==> src/rtl/mult_pkg.sv <==
// Shared types and defaults for the shift-and-add multiplier controller.
package mult_pkg;

  typedef enum logic [1:0] {IDLE, CALC, DONE} mult_state_t;

  localparam int MULT_WIDTH_DEFAULT = 8;

endpackage

==> src/rtl/adder_nbit.sv <==
// Ripple-carry adder built as a chain of 1-bit full adders.
module adder_nbit #(
  parameter int WIDTH = 16
) (
  input  logic [WIDTH-1:0] A,
  input  logic [WIDTH-1:0] B,
  input  logic             Cin,
  output logic [WIDTH-1:0] sum,
  output logic             Cout
);

  logic [WIDTH:0] carry;

  assign carry[0] = Cin;

  for (genvar i = 0; i < WIDTH; i++) begin : g_fa
    assign sum[i]     = A[i] ^ B[i] ^ carry[i];
    assign carry[i+1] = (A[i] & B[i]) | (carry[i] & (A[i] ^ B[i]));
  end

  assign Cout = carry[WIDTH];

endmodule

==> src/rtl/shift_add_mult_ctrl.sv <==
// Multi-cycle unsigned shift-and-add multiplier sharing one 2*WIDTH-bit adder.
// Optional build macro MULT_EARLY_EXIT_EN finishes as soon as no multiplier bits remain.
module shift_add_mult_ctrl
  import mult_pkg::*;
#(
  parameter int WIDTH = MULT_WIDTH_DEFAULT
) (
  input  logic               clk,
  input  logic               reset,
  input  logic               in_valid,
  output logic               in_ready,
  input  logic [WIDTH-1:0]   a,
  input  logic [WIDTH-1:0]   b,
  output logic               out_valid,
  input  logic               out_ready,
  output logic [2*WIDTH-1:0] product
);

  localparam int PW = 2 * WIDTH;
  localparam int CW = $clog2(WIDTH);
  localparam logic [CW-1:0] LAST = CW'(WIDTH - 1);

  mult_state_t   state_q, state_d;
  logic [PW-1:0] acc_q, acc_d;
  logic [PW-1:0] mcand_q, mcand_d;
  logic [WIDTH-1:0] mq_q, mq_d;
  logic [CW-1:0] count_q, count_d;
  logic [PW-1:0] add_sum;
  logic          unused_cout;
  logic          last_step;

  // Carry-out is dropped: the product of two WIDTH-bit operands fits in PW bits.
  adder_nbit #(.WIDTH(PW)) u_adder (
    .A   (acc_q),
    .B   (mcand_q),
    .Cin (1'b0),
    .sum (add_sum),
    .Cout(unused_cout)
  );

`ifdef MULT_EARLY_EXIT_EN
  assign last_step = (count_q == LAST) || (mq_q[WIDTH-1:1] == '0);
`else
  assign last_step = (count_q == LAST);
`endif

  always_comb begin
    state_d = state_q;
    acc_d   = acc_q;
    mcand_d = mcand_q;
    mq_d    = mq_q;
    count_d = count_q;
    case (state_q)
      IDLE: begin
        if (in_valid) begin
          mcand_d = {{WIDTH{1'b0}}, a};
          mq_d    = b;
          acc_d   = '0;
          count_d = '0;
          state_d = CALC;
        end
      end
      CALC: begin
        if (mq_q[0]) acc_d = add_sum;
        mcand_d = mcand_q << 1;
        mq_d    = mq_q >> 1;
        count_d = count_q + CW'(1);
        if (last_step) state_d = DONE;
      end
      DONE: begin
        if (out_ready) state_d = IDLE;
      end
      default: state_d = IDLE;
    endcase
  end

  always_ff @(posedge clk or posedge reset) begin
    if (reset) begin
      state_q <= IDLE;
      acc_q   <= '0;
      mcand_q <= '0;
      mq_q    <= '0;
      count_q <= '0;
    end else begin
      state_q <= state_d;
      acc_q   <= acc_d;
      mcand_q <= mcand_d;
      mq_q    <= mq_d;
      count_q <= count_d;
    end
  end

  assign in_ready  = (state_q == IDLE);
  assign out_valid = (state_q == DONE);
  assign product   = acc_q;

endmodule

==> config.mk <==
export PLATFORM = sky130hd
export DESIGN_NAME = shift_add_mult_ctrl
export DESIGN_NICKNAME = d
export VERILOG_FILES = /design/src/rtl/mult_pkg.sv /design/src/rtl/adder_nbit.sv /design/src/rtl/shift_add_mult_ctrl.sv
export SDC_FILE = /design/constraint.sdc
export NUM_CORES = 1
export LEC_CHECK = 0
export BUFFER_PORTS_ARGS = -buffer_cell sky130_fd_sc_hd__buf_2
export CORE_MARGIN = 2
export CORE_UTILIZATION = 29
export CTS_CLUSTER_SIZE = 10
export DETAILED_ROUTE_END_ITERATION = 7
export PLACE_DENSITY = 0.53
export SLEW_MARGIN = 25
export SYNTH_ARGS = -nofsm -noshare
export SYNTH_HDL_FRONTEND = slang
export SYNTH_HIERARCHICAL = 1
export SYNTH_SLANG_ARGS = --single-unit
==> constraint.sdc <==
create_clock -name clk -period 18.6 [get_ports clk]
set_input_delay 2.79 -clock clk [delete_from_list [all_inputs] [get_ports clk]]
set_output_delay 2.79 -clock clk [all_outputs]
set_load 0.05 [all_outputs]
==> impl_summary.md <==
GRT
The initial antenna violation count is 0. The wire length of the first global-routing pass is ~9800 um. Across every metal layer, demand over resource in global routing totals 12.8%. The largest net degree at the start of global routing is 46.

The total overflow reported by the global router is 0. The via count of the first global-routing pass is 1891.

Timing
The final-report setup violation count is 0. At the pin with the least slew margin, the transition time is about 0.80 ns. The worst pin sits at a relative slew slack of approximately 46%. The number of failing hold endpoints at the final stage was 0.

The number of max-slew violations in the final report is 0. Summed over all failing endpoints, the final setup total negative slack is 0 ns. Setup repair after global routing left no endpoint under its margin.

The clock arrives with ~0.011 ns of skew. Static timing analysis puts the maximum clock frequency at between 0.1 and 0.15 GHz. The time the worst path needs with I/O delays and setup is around 7.2 ns. The period utilization is between 30% and 40%.

Placement
The half-perimeter wire length after placement is 3710 um. During placement, the flow inserted port buffers numbering 37. Routability-driven placement finished with a final weighted congestion of around 0.75.

Yosys
After synthesis the cells add up to 2520 um2. A synthesized cell averages 10.5 um2. During synthesis, Yosys emitted a total of 6 warnings. The count of mapped cells out of synthesis is 239. The net count after synthesis is 277.

Detailed routing
The post-detailed-route via-to-cell ratio is between 4 and 5. In this run the remaining antenna-violating nets after routing total 0. The detailed-router iteration count before antenna repair is 4. The final route contains around 1.8k vias. After detailed routing, the total wire length is about 5500 um.

In the final routed layout, each cell accounts on average for approximately 15 um. The number of DRC violations after detailed routing is 0. The detailed router's first-iteration violation count is a little over 70.

Worst setup path
Across all register-to-register paths, the minimum setup slack is ~11 ns. In this run the worst setup path begins at product[0]$_DFFE_PP0P_. For the worst setup path, the data arrival time is between 7 and 8 ns. The critical path endpoint category is a register.

STA classifies the critical path startpoint as a register. The maximum fanout count along the critical path is 4. The start-to-end type of the worst setup path is reg -> reg. STA puts the critical path data required time at between 15 and 20 ns. In this run the critical register-to-register path is launched from product[0]$_DFFE_PP0P_.

Finish
The number of antenna diodes in the final layout is 0. The fraction of final layout cells with drive strength greater than 1 is between 20% and 30%. The total of fill cells in the finished design is about 850. The total area of multi-input combinational cells is approximately 1100 um2. The area growth from synthesis to final layout is 11.4%. Across the whole layout, storage elements account for ~1100 um2. After the last flow step, the layout net total stands at 306.

Clock tree
The library cell used as clock root buffer is sky130_fd_sc_hd__clkbuf_8. Clock tree synthesis inserted a total of 5 buffers. The clock net in this run drives a total of 45 sinks. Once the clock tree was built, the setup fixing pass inserted 0 buffers.

The clock input transition at the sequential cells of the worst setup and hold paths is approximately 0.090 ns. The deepest clock path buffer count is 2. Buffers inserted to repair hold after CTS numbered 0. The number of levels the H-tree was split into is 2. Clock latency on the worst-skew pair, taken at its later pin, is 0.30 ns. TritonCTS built the clock tree. The post-cts gate resize count is 0.

Flow run
Across the run, the number of max-cap violations was 0.

Floorplanning
The core region is ~8300 um2. In this run the vertical extent of the chip is between 90 and 100 um. In this run the count of I/O pins placed on the die edge is 38. The die covers roughly 9400 um2. The placement row count is 33. The starting utilization of the core area is 30.3%. The horizontal die dimension is just under 100 um.

Power and ir drop
The total power consumption of the routed design is between 0.5 and 0.6 mW. The leakage power total is between 1 and 1.5 nW. The power per standard cell area is between 150 and 200 nW/um2. IR analysis of the VDD net gives a maximum drop of ~46 uV.

Run status
The run finished with clean final reports.

Hold path
The launch instance of the worst min-delay path is mcand_q[15]$_DFFE_PP0P_. The path class of the tightest hold or removal check is reg -> reg.
[worst paths after layout]
kind	endpoint	depth (start not counted)
setup / recovery	product[15]$_DFFE_PP0P_	22
hold / removal	mcand_q[15]$_DFFE_PP0P_	1
setup reg to reg	product[15]$_DFFE_PP0P_	22
hold reg to reg	mcand_q[15]$_DFFE_PP0P_	1
max in group asynchronous	mcand_q[6]$_DFFE_PP0P_	2
min in group asynchronous	product[4]$_DFFE_PP0P_	2
[power breakdown]
part           internal [mW]  leakage [nW]  switching [mW]
Combinational          0.104         0.702           0.172
Clock                 0.0262        0.0450          0.0354
Sequential             0.144         0.563          0.0509
[sequential cells by signal (all words and copies together) (netlist names)]
signal	cells
product	16
mq_q	8
mcand_q	16
state_q	2
count_q	3
[layout make-up]
class	count	share of cell area, %
timing repair buffer	39	7.14
multi-input combinational	146	40.9
sequential	45	40.2
inverter	31	4.19
tap	105	4.69
clock buffer	6	2.59
clock inverter	2	0.357
[cell usage in the layout (no fill, tap or decap)]
cell,instances
sky130_fd_sc_hd__dfrtp_1,45
sky130_fd_sc_hd__nand2_1,37
sky130_fd_sc_hd__buf_2,37
sky130_fd_sc_hd__inv_1,29
sky130_fd_sc_hd__nor3_1,17
sky130_fd_sc_hd__fa_1,16
sky130_fd_sc_hd__o311ai_1,13
sky130_fd_sc_hd__a22o_1,11
sky130_fd_sc_hd__nand2b_1,6
sky130_fd_sc_hd__nor2_1,6
sky130_fd_sc_hd__nor2b_1,5
sky130_fd_sc_hd__clkbuf_8,5
sky130_fd_sc_hd__a21oi_1,4
sky130_fd_sc_hd__o21ai_0,3
sky130_fd_sc_hd__nor3b_1,3
sky130_fd_sc_hd__o22a_1,3
sky130_fd_sc_hd__clkinv_2,3
sky130_fd_sc_hd__o21ai_1,3
sky130_fd_sc_hd__a221o_1,3
sky130_fd_sc_hd__o311ai_0,3
sky130_fd_sc_hd__a221oi_2,2
sky130_fd_sc_hd__ha_1,2
sky130_fd_sc_hd__buf_4,2
sky130_fd_sc_hd__nand2_4,1
sky130_fd_sc_hd__o21bai_4,1
sky130_fd_sc_hd__inv_2,1
sky130_fd_sc_hd__nor2_4,1
sky130_fd_sc_hd__o21ba_1,1
sky130_fd_sc_hd__nor2_2,1
sky130_fd_sc_hd__nand3b_1,1
sky130_fd_sc_hd__o221a_1,1
sky130_fd_sc_hd__a32o_1,1
sky130_fd_sc_hd__clkbuf_1,1
sky130_fd_sc_hd__conb_1,1
[metrics by stage]
stage	utilization, %	hold WS (ns)	worst slack [ns]	std cells	area (um2)
after global routing	33.8	0.532	11.13	374	2800
final	33.8	0.516	11.45	374	2800
after global placement	32.8	0.491	11.56	366	2720
after CTS	33.8	0.517	11.42	374	2800
after floorplan	-	0.464	11.52	239	2520
after detailed placement	32.8	0.496	11.47	366	2720
[layer usage]
metal | vias to the layer above | part of all wire (%) | global-route usage (%)
li1 | 864 | - | -
met1 | 881 | 49 | 18.0
met2 | 28 | 46 | 20.0
met3 | 5 | 3.7 | 2.52
met4 | 0 | 1.4 | 3.90
met5 | - | 0 | 0
[critical path: stages (launching register included)]
cell                       delay [ns]
sky130_fd_sc_hd__dfrtp_1         0.44
sky130_fd_sc_hd__fa_1            0.44
sky130_fd_sc_hd__inv_1           0.08
sky130_fd_sc_hd__fa_1            0.15
sky130_fd_sc_hd__inv_1           0.05
sky130_fd_sc_hd__fa_1            0.37
sky130_fd_sc_hd__fa_1            0.38
sky130_fd_sc_hd__fa_1            0.39
sky130_fd_sc_hd__fa_1            0.39
sky130_fd_sc_hd__fa_1            0.38
sky130_fd_sc_hd__fa_1            0.39
sky130_fd_sc_hd__fa_1            0.39
sky130_fd_sc_hd__fa_1            0.41
sky130_fd_sc_hd__fa_1            0.41
sky130_fd_sc_hd__fa_1            0.41
sky130_fd_sc_hd__fa_1            0.40
sky130_fd_sc_hd__fa_1            0.41
sky130_fd_sc_hd__fa_1            0.38
sky130_fd_sc_hd__inv_1           0.08
sky130_fd_sc_hd__fa_1            0.40
sky130_fd_sc_hd__inv_1           0.06
sky130_fd_sc_hd__inv_1           0.03
sky130_fd_sc_hd__o311ai_1        0.24
Note: power is estimated with default switching activity, not from simulation.
